**src/rtl/serial_tx_uart.sv**
```systemverilog
// serial_tx_uart: byte FIFO feeding an 8N1 LSB-first UART transmitter.
// ready_out reports FIFO space back to the processor serial write port.
module serial_tx_uart #(
  parameter int CLKS_PER_BIT = 434,
  parameter int FIFO_DEPTH   = 16,
  parameter int ADDR_W       = 4
) (
  input  logic              clock,
  input  logic              reset,
  input  logic [7:0]        data_in,
  input  logic              wren_in,
  output logic              ready_out,
  output logic              tx_out,
  output logic              busy_out,
  output logic [ADDR_W:0]   count_out,
  output logic              overflow_out
);

  typedef enum logic [1:0] {IDLE, START, DATA, STOP} state_t;

  localparam logic [15:0]     BAUD_LAST = 16'(CLKS_PER_BIT - 1);
  localparam logic [ADDR_W:0] FULL      = (ADDR_W+1)'(FIFO_DEPTH);
  localparam logic [ADDR_W:0] CNT_ONE   = (ADDR_W+1)'(1);
  localparam logic [ADDR_W-1:0] PTR_ONE = ADDR_W'(1);

  state_t            state_q, state_d;
  logic [15:0]       baud_q, baud_d;
  logic [2:0]        bit_q, bit_d;
  logic [7:0]        shift_q, shift_d;
  logic              tx_q, tx_d;
  logic [ADDR_W-1:0] wptr_q, wptr_d;
  logic [ADDR_W-1:0] rptr_q, rptr_d;
  logic [ADDR_W:0]   count_q, count_d;
  logic              ovf_q, ovf_d;
  logic [7:0]        mem_q [FIFO_DEPTH];

  logic full, empty, baud_end, push, pop;

  assign full     = (count_q == FULL);
  assign empty    = (count_q == '0);
  assign baud_end = (baud_q == BAUD_LAST);
  assign push     = wren_in && !full;

  // State register and all datapath flops; reset aborts any frame.
  always_ff @(posedge clock or posedge reset) begin
    if (reset) begin
      state_q <= IDLE;
      baud_q  <= '0;
      bit_q   <= '0;
      shift_q <= '0;
      tx_q    <= 1'b1;
      wptr_q  <= '0;
      rptr_q  <= '0;
      count_q <= '0;
      ovf_q   <= 1'b0;
    end else begin
      state_q <= state_d;
      baud_q  <= baud_d;
      bit_q   <= bit_d;
      shift_q <= shift_d;
      tx_q    <= tx_d;
      wptr_q  <= wptr_d;
      rptr_q  <= rptr_d;
      count_q <= count_d;
      ovf_q   <= ovf_d;
    end
  end

  // FIFO storage; contents need no reset since pointers define validity.
  always_ff @(posedge clock) begin
    if (push) mem_q[wptr_q] <= data_in;
  end

  // Next-state logic: bit timing, shifting and FIFO pops.
  always_comb begin
    state_d = state_q;
    baud_d  = baud_q;
    bit_d   = bit_q;
    shift_d = shift_q;
    pop     = 1'b0;
    unique case (state_q)
      IDLE: begin
        if (!empty) begin
          pop     = 1'b1;
          shift_d = mem_q[rptr_q];
          baud_d  = '0;
          state_d = START;
        end
      end
      START: begin
        if (baud_end) begin
          baud_d  = '0;
          bit_d   = '0;
          state_d = DATA;
        end else begin
          baud_d = baud_q + 16'd1;
        end
      end
      DATA: begin
        if (baud_end) begin
          baud_d  = '0;
          shift_d = {1'b0, shift_q[7:1]};
          if (bit_q == 3'd7) state_d = STOP;
          else               bit_d   = bit_q + 3'd1;
        end else begin
          baud_d = baud_q + 16'd1;
        end
      end
      STOP: begin
        if (baud_end) begin
          baud_d = '0;
          if (!empty) begin
            pop     = 1'b1;
            shift_d = mem_q[rptr_q];
            state_d = START;
          end else begin
            state_d = IDLE;
          end
        end else begin
          baud_d = baud_q + 16'd1;
        end
      end
      default: state_d = IDLE;
    endcase
  end

  // Line level for the next cycle, registered so tx_out never glitches.
  always_comb begin
    tx_d = 1'b1;
    unique case (state_d)
      START:   tx_d = 1'b0;
      DATA:    tx_d = shift_d[0];
      default: tx_d = 1'b1;
    endcase
  end

  // FIFO pointer, occupancy and sticky overflow update.
  always_comb begin
    wptr_d  = wptr_q;
    rptr_d  = rptr_q;
    count_d = count_q;
    ovf_d   = ovf_q | (wren_in & full);
    if (push) wptr_d = wptr_q + PTR_ONE;
    if (pop)  rptr_d = rptr_q + PTR_ONE;
    if (push && !pop)      count_d = count_q + CNT_ONE;
    else if (!push && pop) count_d = count_q - CNT_ONE;
  end

  assign ready_out    = !full;
  assign tx_out       = tx_q;
  assign busy_out     = (state_q != IDLE) || !empty;
  assign count_out    = count_q;
  assign overflow_out = ovf_q;

endmodule

```
**config.mk**
```make
export PLATFORM = sky130hd
export DESIGN_NAME = serial_tx_uart
export DESIGN_NICKNAME = d
export VERILOG_FILES = /design/src/rtl/serial_tx_uart.sv
export SDC_FILE = /design/constraint.sdc
export NUM_CORES = 1
export LEC_CHECK = 0
export ABC_AREA = 0
export ABC_CLOCK_PERIOD_IN_PS = 3000
export CAP_MARGIN = 5
export CELL_PAD_IN_SITES_DETAIL_PLACEMENT = 1
export CELL_PAD_IN_SITES_GLOBAL_PLACEMENT = 1
export CORE_MARGIN = 5
export CORE_UTILIZATION = 40
export DETAILED_ROUTE_END_ITERATION = 10
export MAX_ROUTING_LAYER = met4
export PLACE_DENSITY_LB_ADDON = 0.1
export SYNTH_ARGS = -nofsm -noshare
export SYNTH_HDL_FRONTEND = slang
export SYNTH_SLANG_ARGS = --single-unit
```
**constraint.sdc**
```tcl
create_clock -name clock -period 3 [get_ports clock]
set_input_delay 0.3 -clock clock [delete_from_list [all_inputs] [get_ports clock]]
set_output_delay 0.3 -clock clock [all_outputs]
set_load 0.05 [all_outputs]
```
# ---- After elaboration in Yosys (flattened, before gate mapping)
# Memory sizes are Yosys's and may differ from the RTL's.
# Cells that the tools add are included.
# Widths: inputs -> output; s select.
dict set report op_classes {
  addsub 6
  n_eq_ne 13
  mux 26
  n_bitwise 2
  n_reduce_logical 17
}
# op count
set ops {}
lappend ops {{$mux 16} 2}
lappend ops {{$pmux 16 s2} 1}
lappend ops {{$mux 8} 3}
lappend ops {{$pmux 8 s3} 1}
lappend ops {{$add 16x1->16 const B} 1}
lappend ops {{$eq 16x9->1 const B} 1}
lappend ops {{$mux 2} 5}
lappend ops {{$mux 5} 2}
lappend ops {{$ne 2x2->1 const B} 5}
lappend ops {{$mux 3} 3}
lappend ops {{$add 4x1->4 const B} 2}
lappend ops {{$pmux 2 s4} 1}
lappend ops {{$eq 2x2->1 const B} 3}
lappend ops {{$pmux 3 s2} 1}
lappend ops {{$reduce_bool 2->1} 3}
lappend ops {{$add 5x1->5 const B} 1}
lappend ops {{$eq 5x5->1 const B} 1}
lappend ops {{$logic_not 5->1} 1}
lappend ops {{$mux 1} 5}
lappend ops {{$sub 5x1->5 const B} 1}
lappend ops {{$eq 2x1->1 const B} 2}
lappend ops {{$logic_not 1->1} 4}
lappend ops {{$pmux 1 s2} 2}
lappend ops {{$reduce_and 4->1} 1}
lappend ops {{10 further kinds} 12}
dict set report word_totals {
  regBits 44
  mem_bits_rw 128
  inputBits 11
  output_inout_bits 9
  wordCells 75
  memories 1
}
# name words width rd rd_clocked_by_memory_dff wr line
set mem_list {}
lappend mem_list {mem_q 16 8 1 0 1 35} ;# logic [7:0] mem_q [FIFO_DEPTH];

# ---- Longest topological paths before layout
dict set report logic_depth {
  word_depth 7
  ltp_mapped 15
  depth_no_buf 15
}

# ---- Worst setup path after synthesis
# Ideal clock, no wire load.
dict set report synth_path {
  kind {reg-to-reg}
  from {reg count_q[0], in the netlist count_out[0]}
  to {reg count_q[4], in the netlist count_out[4]}
  setup_time_ns 0.147
  arrival_time_ns 3.281
  t_required_ns 2.853
  path_slack_ns -0.427
  path_stages_with_launch 13
  path_buffers 1
  period_less_slack_ns 3.427
  cell_sequence {dfrtp_1 -> nor4_1 -> nand2_1 -> and2_1 -> clkbuf_1 -> ha_1 -> inv_1 -> ha_1 -> a21o_1 -> a21oi_1 -> xnor2_1 -> nor2_1 -> xor2_1}
}
dict set report synth_via {
  word_cells_on_any_way 16
  cone_classes {add/sub (2); eq/ne (1); mux (5); reduce/logical (8)}
}
# item line
set synth_lines {}
lappend synth_lines {{start, declared} 33} ;# logic [ADDR_W:0] count_q, count_d;
lappend synth_lines {{start signal, assigned} 64} ;# count_q <= count_d;
lappend synth_lines {{$eq 5x5->1 *} 39} ;# assign full = (count_q == FULL);
lappend synth_lines {{$logic_not 1->1 *} --}
lappend synth_lines {{named net ready_out} 12} ;# output logic ready_out,
lappend synth_lines {{$logic_and 1x1->1 *} 42} ;# assign push = wren_in && !full;
lappend synth_lines {{named net push} 37} ;# logic full, empty, baud_end, push, pop;
lappend synth_lines {{$logic_not 1->1} 146} ;# else if (!push && pop) count_d = count_q - CNT_ONE;
lappend synth_lines {{$logic_and 1x1->1} 146}
lappend synth_lines {{$reduce_bool 2->1 (no line)} --}
# Mark *: on every way through the listed nets, which the timed path passes. The rest lies on a longest branch. The select of a mux whose other input is x is not followed.
# A chain may end at the register's enable or synchronous reset.

# ---- Worst setup path in the final report
dict set report layout_path {
  from {reg baud_q[1]}
  to {reg count_q[4], in the netlist count_out[4]}
}
dict set report layout_via {
  elab_chain_cells 6
  word_cells_on_any_way 8
  cone_classes {eq/ne (1); mux (3); reduce/logical (4)}
}
# item line
set layout_rtl {}
lappend layout_rtl {{start, declared} 27} ;# logic [15:0] baud_q, baud_d;
lappend layout_rtl {{start signal, assigned} 58} ;# baud_q <= baud_d;
lappend layout_rtl {{$eq 16x9->1 *} 41} ;# assign baud_end = (baud_q == BAUD_LAST);
lappend layout_rtl {{$mux 1 *} 110} ;# if (baud_end) begin
lappend layout_rtl {{$pmux 1 s2 *} 81} ;# unique case (state_q)
lappend layout_rtl {{$logic_not 1->1} 145} ;# if (push && !pop) count_d = count_q + CNT_ONE;
lappend layout_rtl {{$logic_and 1x1->1} 145}
lappend layout_rtl {{$mux 5 / $reduce_bool 2->1 (equally long branches)} --}
# Mark *: on every way between the ends. The rest lies on a longest branch, timed or not.

==> summary.txt <==
Power and ir drop
  • Maximum vdd drop: ~0.00048 V
  • Leakage power: 3.22 nW
  • Pwr Total: roughly 6.3 mW
  • Power Density: around 700 nW/um^2

Yosys
  • Gate Count Post-Synth: 492
  • Post-synth ARST share: between 20 and 30%
  • Net count after synthesis: between 500 and 600
  • Yosys synthesis warning count: 0
  • Syn_area_per_cell: between 15 and 20 sq um
  • Number of synthesized flops with an enable pin: between 100 and 150
  • Yosys top cell area share: about half
  • Yosys reg bits: ~170
  • Largest cells by area after synthesis: edfxtp_1, dfrtp_1, mux4_2, ha_1, nand2_1
  • Mapped Area: ~7500 sq um
  • Top cells by count, synth: edfxtp_1, dfrtp_1, nand2_1, mux4_2, o21ai_0
  • Sequential area share after synthesis: between 60% and 70%
  • Cell accounting for the most synthesized area: edfxtp_1
  • Top_reg_cell synth: edfxtp_1
  • Yosys cell types: 57
  • Most common cell in the netlist: edfxtp_1

Setup path
  • Critical path peak fanout: 4
  • Worst Setup Start Kind: flop
  • Worst path arrival time: ~3.3 ns
  • Largest incremental delay on the critical path: around 0.46 ns
  • Crit. End Element: flop
  • CP Launch Point: baud_q[1]$_DFFE_PP0P_
  • CP max-delay cell: or4b_4
  • Worst setup path endpoint: count_out[4]$_DFFE_PP0P_
  • Crit path cell chain: inv_2, ha_4, or4b_4, nor4_4, a21oi_2, nor3_4, inv_2, ha_4, inv_4, buf_4, fa_2, a21o_1, a21oi_2, xnor2_1, nor2_1, xor2_1
  • Worst r2r path cells: 16
  • Critical Path RT: ~3.3 ns
  • RR Startpoint: baud_q[1]$_DFFE_PP0P_
  • Setup CP Type: reg2reg
  • RR Endpoint: count_out[4]$_DFFE_PP0P_
  • Reg2reg setup slack: -0.007 ns

Clock network
  • H-Tree Depth: 4
  • CTS tree: built
  • Clk slew on worst S/H paths: around 0.070 ns
  • Bufs on Longest Clock Path: 2
  • Cts hold-fix bufs: 0
  • Root Buffer: clkbuf_16
  • Num CTS Buffers: 17
  • Clock Latency Late Sink: roughly 0.43 ns
  • TritonCTS Sinks: between 150 and 200

Finish
  • Layout Utilization: between 40% and 50%
  • Area grow syn2layout: 19.1%
  • Layout cells sized above 1: between 20% and 30%
  • Antenna Diode Count: 0
  • # fillers: between 1500 and 2000
  • Nets: 589

GRT
  • All-Layer GR Usage: 17.3%
  • Largest net degree at the start of global routing: 26
  • Initial antenna violation count: 0
  • Vias in the first global route: 4687
  • GRT overflow: 0
  • First-pass GRT wire length: roughly 27 mm

STA
  • Min cycle time layout: roughly 3.0 ns
  • Hold Vio Cnt, Final: 0
  • Fin. max-slew vios: 0
  • Endpoints failing setup: 1
  • Max Freq: roughly 330 MHz
  • Final worst setup slack: -0.00669 ns
  • RSZ-0062 raised after global routing: true
  • Max transition margin: between 50 and 60%
  • Clock skew: 0.00874 ns
  • Period Utilization, post-route: 100%
  • Worst-margin pin slew: approximately 0.6 ns

Status
  • Failing checks: setup timing
  • Status: complete, but fails checks

Placement
  • # port buffers: 19
  • HPWL Detailed: 12.0 mm
  • Dpl ws: -0.0506 ns
  • Placer Congestion: about 0.80

Run
  • Max-cap violations: 0

Min path
  • HP Class: in2async

Route
  • Antenna-violating nets left: 0
  • Vias: approximately 4400
  • Drt pass-1 iters: 4
  • Wire length per cell: roughly 21 um
  • WL final: 17.2 mm
  • Via/cell ratio: between 5 and 6
  • Initial drt markers: 247
  • DRC: 0

Floorplan
  • Die Footprint: about 22000 sq um
  • Die H: roughly 150 um
  • IO Count: 20
  • Initial Utilization: slightly above 40%
  • Row count: 50
  • Die width: between 100 and 150 um
  • Core ar.: approximately 19000 sq um
[registers in the layout (all words and copies together), names as in the netlist]
signal and cells:
state_q 2, tx_out 1, wptr_q 4, shift_q 8
mem_q 128, count_out 5, rptr_q 4, overflow_out 1
baud_q 16, bit_q 3
[metal layers]
layer	wire, um	global-route usage (%)	vias to the layer above	part of all wire (%)
met2	8650	27.1	48	50
met1	7950	23.3	2341	46
li1	-	-	2024	-
met4	148	4.05	0	0.86
met5	0	-	-	0
met3	496	3.76	18	2.9
[area by class of cell]
class	count	area (sq um)	share of cell area, %
Clock buffer	17	425	4.75
Clock inverter	15	175	1.96
Inverter	15	58.8	0.657
Multi-Input combinational cell	282	2480	27.7
Sequential cell	172	4950	55.3
Tap cell	234	293	3.27
Timing Repair Buffer	70	571	6.37
[worst min path at each step]
stage	start	to	slack (ns)	cells after the start
after floorplan	data_in[0]	mem_q[0][0]$_DFFE_PP_	0.40	0
after global placement	overflow_out$_DFF_PP0_	overflow_out$_DFF_PP0_	0.46	1
after detailed placement	overflow_out$_DFF_PP0_	overflow_out$_DFF_PP0_	0.46	1
after CTS	reset	wptr_q[0]$_DFFE_PP0P_	0.19	2
after global routing	reset	count_out[1]$_DFFE_PP0P_	0.20	2
final	reset	count_out[1]$_DFFE_PP0P_	0.19	2
[power breakdown]
| group | leakage (nW) | total (mW) | switching [mW] | internal (mW) |
|---|---|---|---|---|
| Sequential | 1.71 | 2.93 | 0.121 | 2.81 |
| Clock | 0.294 | 2.25 | 0.991 | 1.26 |
| Combinational | 1.22 | 1.07 | 0.634 | 0.433 |
[repair_timing]
item	CTS	global route
setup buffers	0	1
gates resized for setup	1	8
endpoints found under the setup margin	3	4
pin swaps	4	10
[through the flow]
stage | cells | hold slack (ns) | cell area (sq um) | TNS [ns]
2_1_floorplan | 492 | 0.399 | 7550 | -0.121
3_3_place_gp | 772 | 0.455 | 8310 | -0.0184
3_5_place_dp | 772 | 0.459 | 8310 | -0.0974
4_1_cts | 804 | 0.185 | 8910 | 0
5_1_grt | 805 | 0.203 | 8950 | -0.510
6_report | 805 | 0.189 | 8950 | -0.00669
[cells in the final DEF (no fill, tap or decap), drive strengths merged, types with 18 or more instances in the layout]
cell type | synthesis | layout
buf | 12 | 52
clkdlybuf4s50 | 0 | 18
dfrtp | 43 | 43
edfxtp | 128 | 128
ha | 19 | 19
inv | 15 | 25
mux4 | 32 | 32
nand2 | 42 | 42
nor2 | 24 | 24
o21ai | 32 | 32
[worst max-delay path, delay by kind of cell (launching register included)]
family	cells	cell delay, ns
AO/OA/AOI/OAI	3	0.31
buffers and inverters	4	0.33
flip-flops	1	0.39
XOR/XNOR	2	0.28
AND/OR/NAND/NOR	4	1.08
adder cells (fa/ha/maj)	3	0.49
[logic make-up after synthesis]
group | after synthesis | share of synthesized area, %
muxes | 50 | 12.1
adders and majority gates | 20 | 3.43
buffers and inverters | 38 | 2.08
AOI/OAI and AO/OA | 77 | 6.63
xor gates and xnor gates | 16 | 1.87
DFF | 172 | 65.8
and+or+nand+nor | 119 | 8.01
Power figures use the tool's default switching activity.
